--- src/rtl/sdram_burst_reader.sv ---
// sdram_burst_reader
//
// Avalon-MM burst read master. It fetches a linear region of SDRAM in bursts
// of up to BURST_LEN words into an internal FIFO. The FIFO contents are
// presented as a valid/ready stream with a registered, first-word
// fall-through head.
//
// Optional feature: define SDRAM_READER_LOOP_EN to restart the same transfer
// automatically after every completion. This gives continuous scan-out, and
// only reset stops it.
//
// Ports
//   clk, reset_n              clock, asynchronous active-low reset
//   start                     one-cycle launch pulse (ignored while busy)
//   base_addr, word_count     byte start address / word total, sampled on start
//   busy, done                transfer in progress / last word left the stream
//   address, burstcount, read Avalon request (held while waitrequest)
//   waitrequest               Avalon stall
//   readdata, readdatavalid   Avalon return data
//   out_data, out_valid       stream output
//   out_ready                 stream backpressure
module sdram_burst_reader #(
  parameter int unsigned WIDTH_ADDR = 32,
  parameter int unsigned WIDTH_DATA = 64,
  parameter int unsigned WIDTH_BE   = 8,
  parameter int unsigned BURST_LEN  = 16,
  parameter int unsigned FIFO_DEPTH = 64
) (
  input  logic                  clk,
  input  logic                  reset_n,
  input  logic                  start,
  input  logic [WIDTH_ADDR-1:0] base_addr,
  input  logic [23:0]           word_count,
  output logic                  busy,
  output logic                  done,
  output logic [WIDTH_ADDR-1:0] address,
  output logic [7:0]            burstcount,
  output logic                  read,
  input  logic                  waitrequest,
  input  logic [WIDTH_DATA-1:0] readdata,
  input  logic                  readdatavalid,
  output logic [WIDTH_DATA-1:0] out_data,
  output logic                  out_valid,
  input  logic                  out_ready
);

  localparam int unsigned PW = $clog2(FIFO_DEPTH);
  localparam int unsigned CW = PW + 1;

  typedef enum logic [1:0] {StIdle, StCheck, StReq, StFinish} state_e;

  state_e                state_q, state_d;
  logic [WIDTH_ADDR-1:0] addr_q, addr_d;
  logic [23:0]           req_left_q, req_left_d;
  logic [23:0]           out_left_q, out_left_d;
  logic [CW-1:0]         outstanding_q, outstanding_d;
  logic [WIDTH_ADDR-1:0] address_q, address_d;
  logic [7:0]            burstcount_q, burstcount_d;
  logic                  read_q, read_d;
  logic                  busy_q, busy_d;
  logic                  done_q, done_d;

`ifdef SDRAM_READER_LOOP_EN
  logic [WIDTH_ADDR-1:0] loop_base_q, loop_base_d;
  logic [23:0]           loop_count_q, loop_count_d;
`endif

  // FIFO storage and a registered head word
  logic [WIDTH_DATA-1:0] mem [FIFO_DEPTH];
  logic [PW-1:0]         wr_ptr_q, wr_ptr_d;
  logic [PW-1:0]         rd_ptr_q, rd_ptr_d;
  logic [CW-1:0]         level_q, level_d;
  logic [WIDTH_DATA-1:0] out_data_q, out_data_d;
  logic                  out_valid_q, out_valid_d;

  logic                  push;
  logic                  pop;
  logic                  accept;
  logic [7:0]            blen;
  logic [CW-1:0]         credit_free;
  logic                  credit_ok;

  // Beats with nothing outstanding are protocol errors (or stale after reset)
  assign push   = readdatavalid && (outstanding_q != '0);
  assign pop    = out_valid_q && out_ready;
  assign accept = (state_q == StReq) && read_q && !waitrequest;

  assign blen = (req_left_q >= 24'(BURST_LEN)) ? 8'(BURST_LEN) : req_left_q[7:0];

  // Words already in the FIFO plus words still in flight must leave room for
  // the whole next burst, so readdatavalid can never overflow the FIFO.
  assign credit_free = CW'(FIFO_DEPTH) - level_q - outstanding_q;
  assign credit_ok   = (32'(credit_free) >= 32'(blen));

  // ---------------------------------------------------------------------------
  // FIFO next state
  // ---------------------------------------------------------------------------
  always_comb begin
    wr_ptr_d    = wr_ptr_q + PW'(push);
    rd_ptr_d    = rd_ptr_q + PW'(pop);
    level_d     = level_q + CW'(push) - CW'(pop);
    out_valid_d = (level_d != '0);
    out_data_d  = out_data_q;
    if (push && ((level_q - CW'(pop)) == '0)) begin
      // Word being written becomes the head: bypass the memory.
      out_data_d = readdata;
    end else if (level_d != '0) begin
      out_data_d = mem[rd_ptr_d];
    end
  end

  always_ff @(posedge clk) begin
    if (push) begin
      mem[wr_ptr_q] <= readdata;
    end
  end

  // ---------------------------------------------------------------------------
  // Outstanding-word tracking
  // ---------------------------------------------------------------------------
  always_comb begin
    outstanding_d = outstanding_q;
    if (push) begin
      outstanding_d = outstanding_d - CW'(1);
    end
    if (accept) begin
      outstanding_d = outstanding_d + CW'(burstcount_q);
    end
  end

  // ---------------------------------------------------------------------------
  // Control FSM: next state and registered outputs
  // ---------------------------------------------------------------------------
  always_comb begin
    state_d      = state_q;
    addr_d       = addr_q;
    req_left_d   = req_left_q;
    out_left_d   = out_left_q - 24'(pop);
    address_d    = address_q;
    burstcount_d = burstcount_q;
    read_d       = read_q;
    busy_d       = busy_q;
    done_d       = 1'b0;
`ifdef SDRAM_READER_LOOP_EN
    loop_base_d  = loop_base_q;
    loop_count_d = loop_count_q;
`endif

    unique case (state_q)
      StIdle: begin
        if (start) begin
          addr_d     = base_addr;
          req_left_d = word_count;
          out_left_d = word_count;
          busy_d     = 1'b1;
          state_d    = (word_count == '0) ? StFinish : StCheck;
`ifdef SDRAM_READER_LOOP_EN
          loop_base_d  = base_addr;
          loop_count_d = word_count;
`endif
        end
      end

      StCheck: begin
        if (credit_ok) begin
          read_d       = 1'b1;
          address_d    = addr_q;
          burstcount_d = blen;
          state_d      = StReq;
        end
      end

      StReq: begin
        if (accept) begin
          read_d     = 1'b0;
          req_left_d = req_left_q - 24'(burstcount_q);
          addr_d     = addr_q + (WIDTH_ADDR'(burstcount_q) * WIDTH_ADDR'(WIDTH_BE));
          state_d    = (req_left_d == '0) ? StFinish : StCheck;
        end
      end

      StFinish: begin
        if (out_left_q == '0) begin
          done_d = 1'b1;
`ifdef SDRAM_READER_LOOP_EN
          addr_d     = loop_base_q;
          req_left_d = loop_count_q;
          out_left_d = loop_count_q;
          state_d    = (loop_count_q == '0) ? StFinish : StCheck;
`else
          busy_d  = 1'b0;
          state_d = StIdle;
`endif
        end
      end

      default: state_d = StIdle;
    endcase
  end

  always_ff @(posedge clk or negedge reset_n) begin
    if (!reset_n) begin
      state_q       <= StIdle;
      addr_q        <= '0;
      req_left_q    <= '0;
      out_left_q    <= '0;
      outstanding_q <= '0;
      address_q     <= '0;
      burstcount_q  <= '0;
      read_q        <= 1'b0;
      busy_q        <= 1'b0;
      done_q        <= 1'b0;
      wr_ptr_q      <= '0;
      rd_ptr_q      <= '0;
      level_q       <= '0;
      out_data_q    <= '0;
      out_valid_q   <= 1'b0;
`ifdef SDRAM_READER_LOOP_EN
      loop_base_q   <= '0;
      loop_count_q  <= '0;
`endif
    end else begin
      state_q       <= state_d;
      addr_q        <= addr_d;
      req_left_q    <= req_left_d;
      out_left_q    <= out_left_d;
      outstanding_q <= outstanding_d;
      address_q     <= address_d;
      burstcount_q  <= burstcount_d;
      read_q        <= read_d;
      busy_q        <= busy_d;
      done_q        <= done_d;
      wr_ptr_q      <= wr_ptr_d;
      rd_ptr_q      <= rd_ptr_d;
      level_q       <= level_d;
      out_data_q    <= out_data_d;
      out_valid_q   <= out_valid_d;
`ifdef SDRAM_READER_LOOP_EN
      loop_base_q   <= loop_base_d;
      loop_count_q  <= loop_count_d;
`endif
    end
  end

  assign busy       = busy_q;
  assign done       = done_q;
  assign address    = address_q;
  assign burstcount = burstcount_q;
  assign read       = read_q;
  assign out_data   = out_data_q;
  assign out_valid  = out_valid_q;

endmodule

--- config.mk ---
export PLATFORM = sky130hd
export DESIGN_NAME = sdram_burst_reader
export DESIGN_NICKNAME = d
export VERILOG_FILES = /design/src/rtl/sdram_burst_reader.sv
export SDC_FILE = /design/constraint.sdc
export NUM_CORES = 2
export LEC_CHECK = 0
export BUFFER_PORTS_ARGS = -buffer_cell sky130_fd_sc_hd__buf_2
export CORE_MARGIN = 2
export CORE_UTILIZATION = 30
export CTS_CLUSTER_SIZE = 12
export DETAILED_ROUTE_END_ITERATION = 6
export GPL_TIMING_DRIVEN = 0
export SYNTH_ARGS = -nofsm -noshare
export SYNTH_HDL_FRONTEND = slang
export SYNTH_SLANG_ARGS = --single-unit
export TNS_END_PERCENT = 50
--- constraint.sdc ---
create_clock -name clk -period 4.5 [get_ports clk]
set_input_delay 0.225 -clock clk [delete_from_list [all_inputs] [get_ports clk]]
set_output_delay 0.225 -clock clk [all_outputs]
set_load 0.1 [all_outputs]
## After elaboration in Yosys (flattened, before gate mapping)

Memory sizes are Yosys's and may differ from the RTL's.
Cells that the tools add are included.

- Add/subtract/negate cells: 12
- $lt $le $gt $ge: 2
- Eq/ne operators: 7
- Multiplexer cells: 30
- Reduce and logical (&&, ||, !) cells: 22

Operators with widths:

| kind | number |
|---|---|
| 64-bit 2-to-1 mux | 2 |
| 24-bit 2-to-1 mux | 4 |
| 24-bit zero test | 3 |
| 32-bit 2-to-1 mux | 2 |
| 32-bit one-hot mux with 2 select lines | 1 |
| 24-bit one-hot mux with 2 select lines | 1 |
| 32-bit by 11-bit adder with 32-bit output | 1 |
| 24-bit by 5-bit >= comparator with 1-bit output (second input constant) | 1 |
| 24-bit by 1-bit subtractor with 24-bit output | 1 |
| 24-bit by 8-bit subtractor with 24-bit output | 1 |
| 7-bit 2-to-1 mux | 2 |
| 7-bit nonzero test | 2 |
| 7-bit by 1-bit subtractor with 7-bit output | 2 |
| 6-bit by 1-bit adder with 6-bit output | 2 |
| 2-bit 2-to-1 mux | 6 |
| 3-bit AND reduction | 3 |
| 7-bit by 8-bit >= comparator with 1-bit output | 1 |
| 1-bit 2-to-1 mux | 8 |
| 8-bit 2-to-1 mux | 1 |
| 2-bit != test (second input constant) | 4 |
| 2-bit one-hot mux with 4 select lines | 1 |
| 2-bit nonzero test | 4 |
| 7-bit by 1-bit adder with 7-bit output | 1 |
| 7-bit adder | 1 |
| other kinds (12) | 18 |

- Bits in registers: 216
- Bits in writable memories: 4096
- Input port bits: 126
- Output and inout port bits: 108
- Word-level logic and storage cells: 89
- Memories kept: 1

Memories:

| memory | words | bits a word | read ports | clocked after Yosys merged registers in | wr ports | RTL line | RTL |
|---|---|---|---|---|---|---|---|
| mem | 64 | 64 | 1 | 0 | 1 | 69 | `logic [WIDTH_DATA-1:0] mem [FIFO_DEPTH];` |

## Longest topological paths before layout

- Depth after elaboration: 7
- Mapped depth: 19

## Worst setup path before layout

Ideal clock, no wire load.

- Path type: flip-flop to flip-flop
- From: register outstanding_q[1]
- To: memory mem[62][0], enable pin
- Library setup time: 0.487 ns
- Data arrival time: 3.895 ns
- Required time: 4.013 ns
- Setup slack: 0.119 ns
- Stages on the path, launching flop included: 8
- Buffers on the path: 0
- Path through: dfrtp_1 > inv_1 > ha_1 > nand2b_1 > o21ai_2 > nor2_1 > nand3_1 > nor2_1

- Word-level cells in the longest chain between the ends: 4

RTL lines:

| item | RTL line | RTL |
|---|---|---|
| from (decl) | 56 | `logic [CW-1:0] outstanding_q, outstanding_d;` |
| from (signal assigned) | 227 | `outstanding_q <= outstanding_d;` |
| 7-bit nonzero test | 84 | `assign push = readdatavalid && (outstanding_q != '0);` |
| 1-bit logical AND | 84 |  |
| 1-bit 2-to-1 mux | 113 | `if (push) begin` |
| 1-bit 2-to-1 mux (not written as such) | 114 | `mem[wr_ptr_q] <= readdata;` |
| to (decl) | 69 |  |

Every way passes these cells.

## Worst setup path in the final report

- From: register out_valid_q, in the netlist out_valid
- To: register out_data_q[56], in the netlist out_data[56]

- Word-level cells in the longest chain between the ends: 5

RTL lines:

| item | RTL line | RTL |
|---|---|---|
| from (decl) | 74 | `logic out_valid_q, out_valid_d;` |
| from (signal assigned) | 237 | `out_valid_q <= out_valid_d;` |
| 1-bit logical AND | 85 | `assign pop = out_valid_q && out_ready;` |
| 6-bit by 1-bit adder with 6-bit output | 100 | `rd_ptr_d = rd_ptr_q + PW'(pop);` |
| named net rd_ptr_d[1] | 71 | `logic [PW-1:0] rd_ptr_q, rd_ptr_d;` |
| memory 64 x 64 bit | n/a |  |
| 64-bit 2-to-1 mux | 107 | `end else if (level_d != '0) begin` |
| 64-bit 2-to-1 mux | 104 | `if (push && ((level_q - CW'(pop)) == '0)) begin` |
| to (signal assigned) | 236 | `out_data_q <= out_data_d;` |
| to (decl) | 73 | `logic [WIDTH_DATA-1:0] out_data_q, out_data_d;` |

The timed path passes the listed nets, and every way through them passes these cells. The select of a mux whose other input is x is not followed.
A chain may end at the register's enable or synchronous reset.

==> out/qor.yml <==
layout-drive-gt1-share: 0.2470
crit_required_ns: 5.32
syn2layout_area_growth_pct: 18.08
setup_viol: 31
cts_sinks: 4312
crit_type: "flop to flop"
syn_avg_cell_area_sq_um: 19.67
grt_max_degree: 90
p_switching_w: 0.05312
violations: "negative setup slack"
cts.path.max_buffers: 4
synthAdderAreaFrac: 0.005045
vias: 89734
gr-total-overflow: 0
period_minus_slack_ns: 4.717
combPwrFrac: 0.417
rsz0062_at_grt: "yes"
dp_cells: 16498
row_count: 275
worst_slack_ns: -0.2166
p_leak_nw: 62.89
h-tree-depth: 5
fp.dieH_microns: 753.8
layout_common_cells: "edfxtp_1, mux4_2, nor2_1, nand2_1, clkbuf_16"
synthFlopType: "edfxtp_1"
start_kind: "flop"
syn_inst: 8574
setup_tns_ns: -2.927
die_w_microns: 753.8
switching_share: 0.3831
die-area_sq_um: 568200
synth_top_family_by_area: "multiplexers"
crit_chain: "and2_4 > ha_1 > ha_1 > buf_2 > buf_4 > buf_4 > buf_1 > mux4_2 > nor2_1 > nor2_1 > o22ai_1 > a311oi_2 > mux2i_1 > a31oi_1"
synth.ff_latch_count: 4312
dpl.hpwl_microns: 341900
final_nets: 9797
synth.distinct_cells: 81
drcViolationCount: 0
run_status: "complete, but fails checks"
coreArea_sq_um: 560500
port-buffer-count: 233
synthSimpleGateAreaFrac: 0.04388
synth_mux_area_frac: 0.1469
first_global_vias: 88890
rr_worst_depth: 14
start_util: 0.3009
layout_commonest_cell: "edfxtp_1"
synth-compound-area-share: 0.02559
drv_cap: 0
numCtsBuffers: 426
synth_edf_count: 4096
tightest_slew_ns: 1.401
drt-total-wl_microns: 500900
routabilityCongestion: 0.8507
critPathMaxFanout: 10
cts_tree: "built"
ys_seq_area_frac: 0.7613
cts_root_buf: "clkbuf_16"
hold_path_class: "input port to flop"
clock_skew_ns: 0.1685
first_iter_violations: 11373
clkPwrFrac: 0.240
slew_headroom: 0.06577
drtPass1Iterations: 6
ios: 234
vdd_drop_max_v: 0.0006209
hold_violations: 0
slew_violations: 0
path_clk_slew_ns: 0.07
yosys_warnings: 0
synth_area_sq_um: 168700
whs_path_depth: 1
antenna_found_initial: 55
synthArstFlopShare: 0.05009
seqPwrFrac: 0.343
clkLatencyLatePin_ns: 1.06
final_antenna_net_count: 0
grt_usage: 0.1710
end_kind: "flop"
arrival_ns: 5.54
viasPerCell: 5.155
grt_pass1_wl_microns: 696900
max_freq_ghz: 0.2120
powerDensity_nw_per_um2: 696.2
finalNonFillerCells: 17408
routedWlPerCell_microns: 28.77
slowest_stage: "buf_1"
synth_xor_area_frac: 0.003005
internal-power_w: 0.08554
period_share: 1.048
max_stage_delay_ns: 0.73
logic make-up (layout without fill, tap and decap cells):
logic type                 Yosys count  count (layout)
DFF                               4312            4312
and+or+nand+nor                   1767            1767
muxes                             1191            1191
AOI/OAI and AO/OA                  641             641
buffers and inverters              540            1864
adders and majority gates           65              65
xor gates and xnor gates            57              57
other                                1              32
power by group through the flow:
| stage | registers, W | clock network (W) | logic (W) |
|---|---|---|---|
| 3_3_place_gp | 0.0487 | 0 | 0.0553 |
| 5_1_grt | 0.0478 | 0.0352 | 0.0610 |
| 6_report | 0.0476 | 0.0333 | 0.0578 |
| 2_1_floorplan | 0.0512 | 0 | 0.0322 |
| 4_1_cts | 0.0476 | 0.0337 | 0.0579 |
| 3_5_place_dp | 0.0484 | 0 | 0.0565 |
stage by stage:
| step | hold WS (ns) | util | power [W] | cell area (sq um) | worst slack, ns |
|---|---|---|---|---|---|
| after floorplan | -0.07059 | - | 0.08343 | 168700 | 0.1186 |
| after global placement | 0.4294 | 0.3197 | 0.1040 | 179200 | -5.202 |
| after detailed placement | 0.1853 | 0.3285 | 0.1050 | 184100 | -2.965 |
| after CTS | 0.001292 | 0.3548 | 0.1392 | 198800 | -0.2194 |
| after global routing | 0.02517 | 0.3552 | 0.1439 | 199100 | -0.3483 |
| final | 0.04004 | 0.3553 | 0.1387 | 199200 | -0.2166 |
cell usage after synthesis (16+ instances only):
library cell / n / share of area
clkbuf_1: 243 / 0.0054
dfrtp_1: 216 / 0.032
nand2_1: 476 / 0.011
inv_1: 55 / 0.0012
or4_1: 70 / 0.0031
buf_2: 144 / 0.0043
edfxtp_1: 4096 / 0.73
nor2_1: 989 / 0.022
o22ai_1: 75 / 0.0028
o21ai_0: 182 / 0.0054
mux4_2: 1024 / 0.14
nand3_1: 96 / 0.0028
buf_4: 32 / 0.0014
mux2_2: 33 / 0.0022
a21oi_1: 70 / 0.0021
mux2i_1: 133 / 0.0079
a32o_1: 65 / 0.0039
nor3_1: 22 / 0.00065
a31oi_1: 79 / 0.0029
nor4_1: 16 / 0.00059
a311oi_1: 65 / 0.0034
buf_1: 56 / 0.0012
xnor2_1: 43 / 0.0022
ha_1: 60 / 0.0045
worst max-delay path, delay by kind of cell (launching register included):
kind                     cells  cell delay (ns)
adder cells (fa/ha/maj)      2             0.60
AO/OA/AOI/OAI                3             0.76
AND/OR/NAND/NOR              3             0.43
flip-flops                   1             0.46
buffers and inverters        4             1.82
multiplexers                 2             0.51
path summary, 6_finish.rpt:
kind | from | endpoint | slack [ns]
max in group asynchronous | reset_n | rd_ptr_q[2] | 3.35
min in group asynchronous | reset_n | out_left_q[18] | 0.45
hold / removal | readdata[39] | mem[15][39] | 0.04
setup reg to reg | out_valid | out_data[56] | -0.22
setup / recovery | out_valid | out_data[56] | -0.22
hold reg to reg | addr_q[2] | addr_q[2] | 0.48
layer usage:
metal	part of all wire	track usage
met3	0.090	0.03457
met4	0.039	0.05965
met5	0.00027	0
met1	0.40	0.2286
met2	0.47	0.2781
registers in the layout, summed over array words and instances, names as in the netlist:
register and count:
wr_ptr_q 6, req_left_q 24, done 1, burstcount 8, outstanding_q 7, addr_q 32
out_data 64, address 32, out_valid 1, rd_ptr_q 6, level_q 7, busy 1
mem 4096, out_left_q 24, read 1, state_q 2
final cells by class:
class,count,area (sq um)
buffer,480,2465
multi-input combinational,3723,38730
clock inverter,86,859.6
inverter,57,230.2
sequential,4312,128400
clock buffer,635,11720
tap,7479,9358
timing repair buffer,606,7313
antenna,30,75.07
fill,51767,361400
repair_timing:
action,4_1_cts,5_1_grt
endpoints found under the setup margin,634,108
endpoints found under the hold margin,1368,384
hold buffers,112,6
gates cloned,4,0
pin swaps,38,33
setup buffers,32,10
gates resized for setup,184,37
Note: power is estimated with default switching activity, not from simulation.
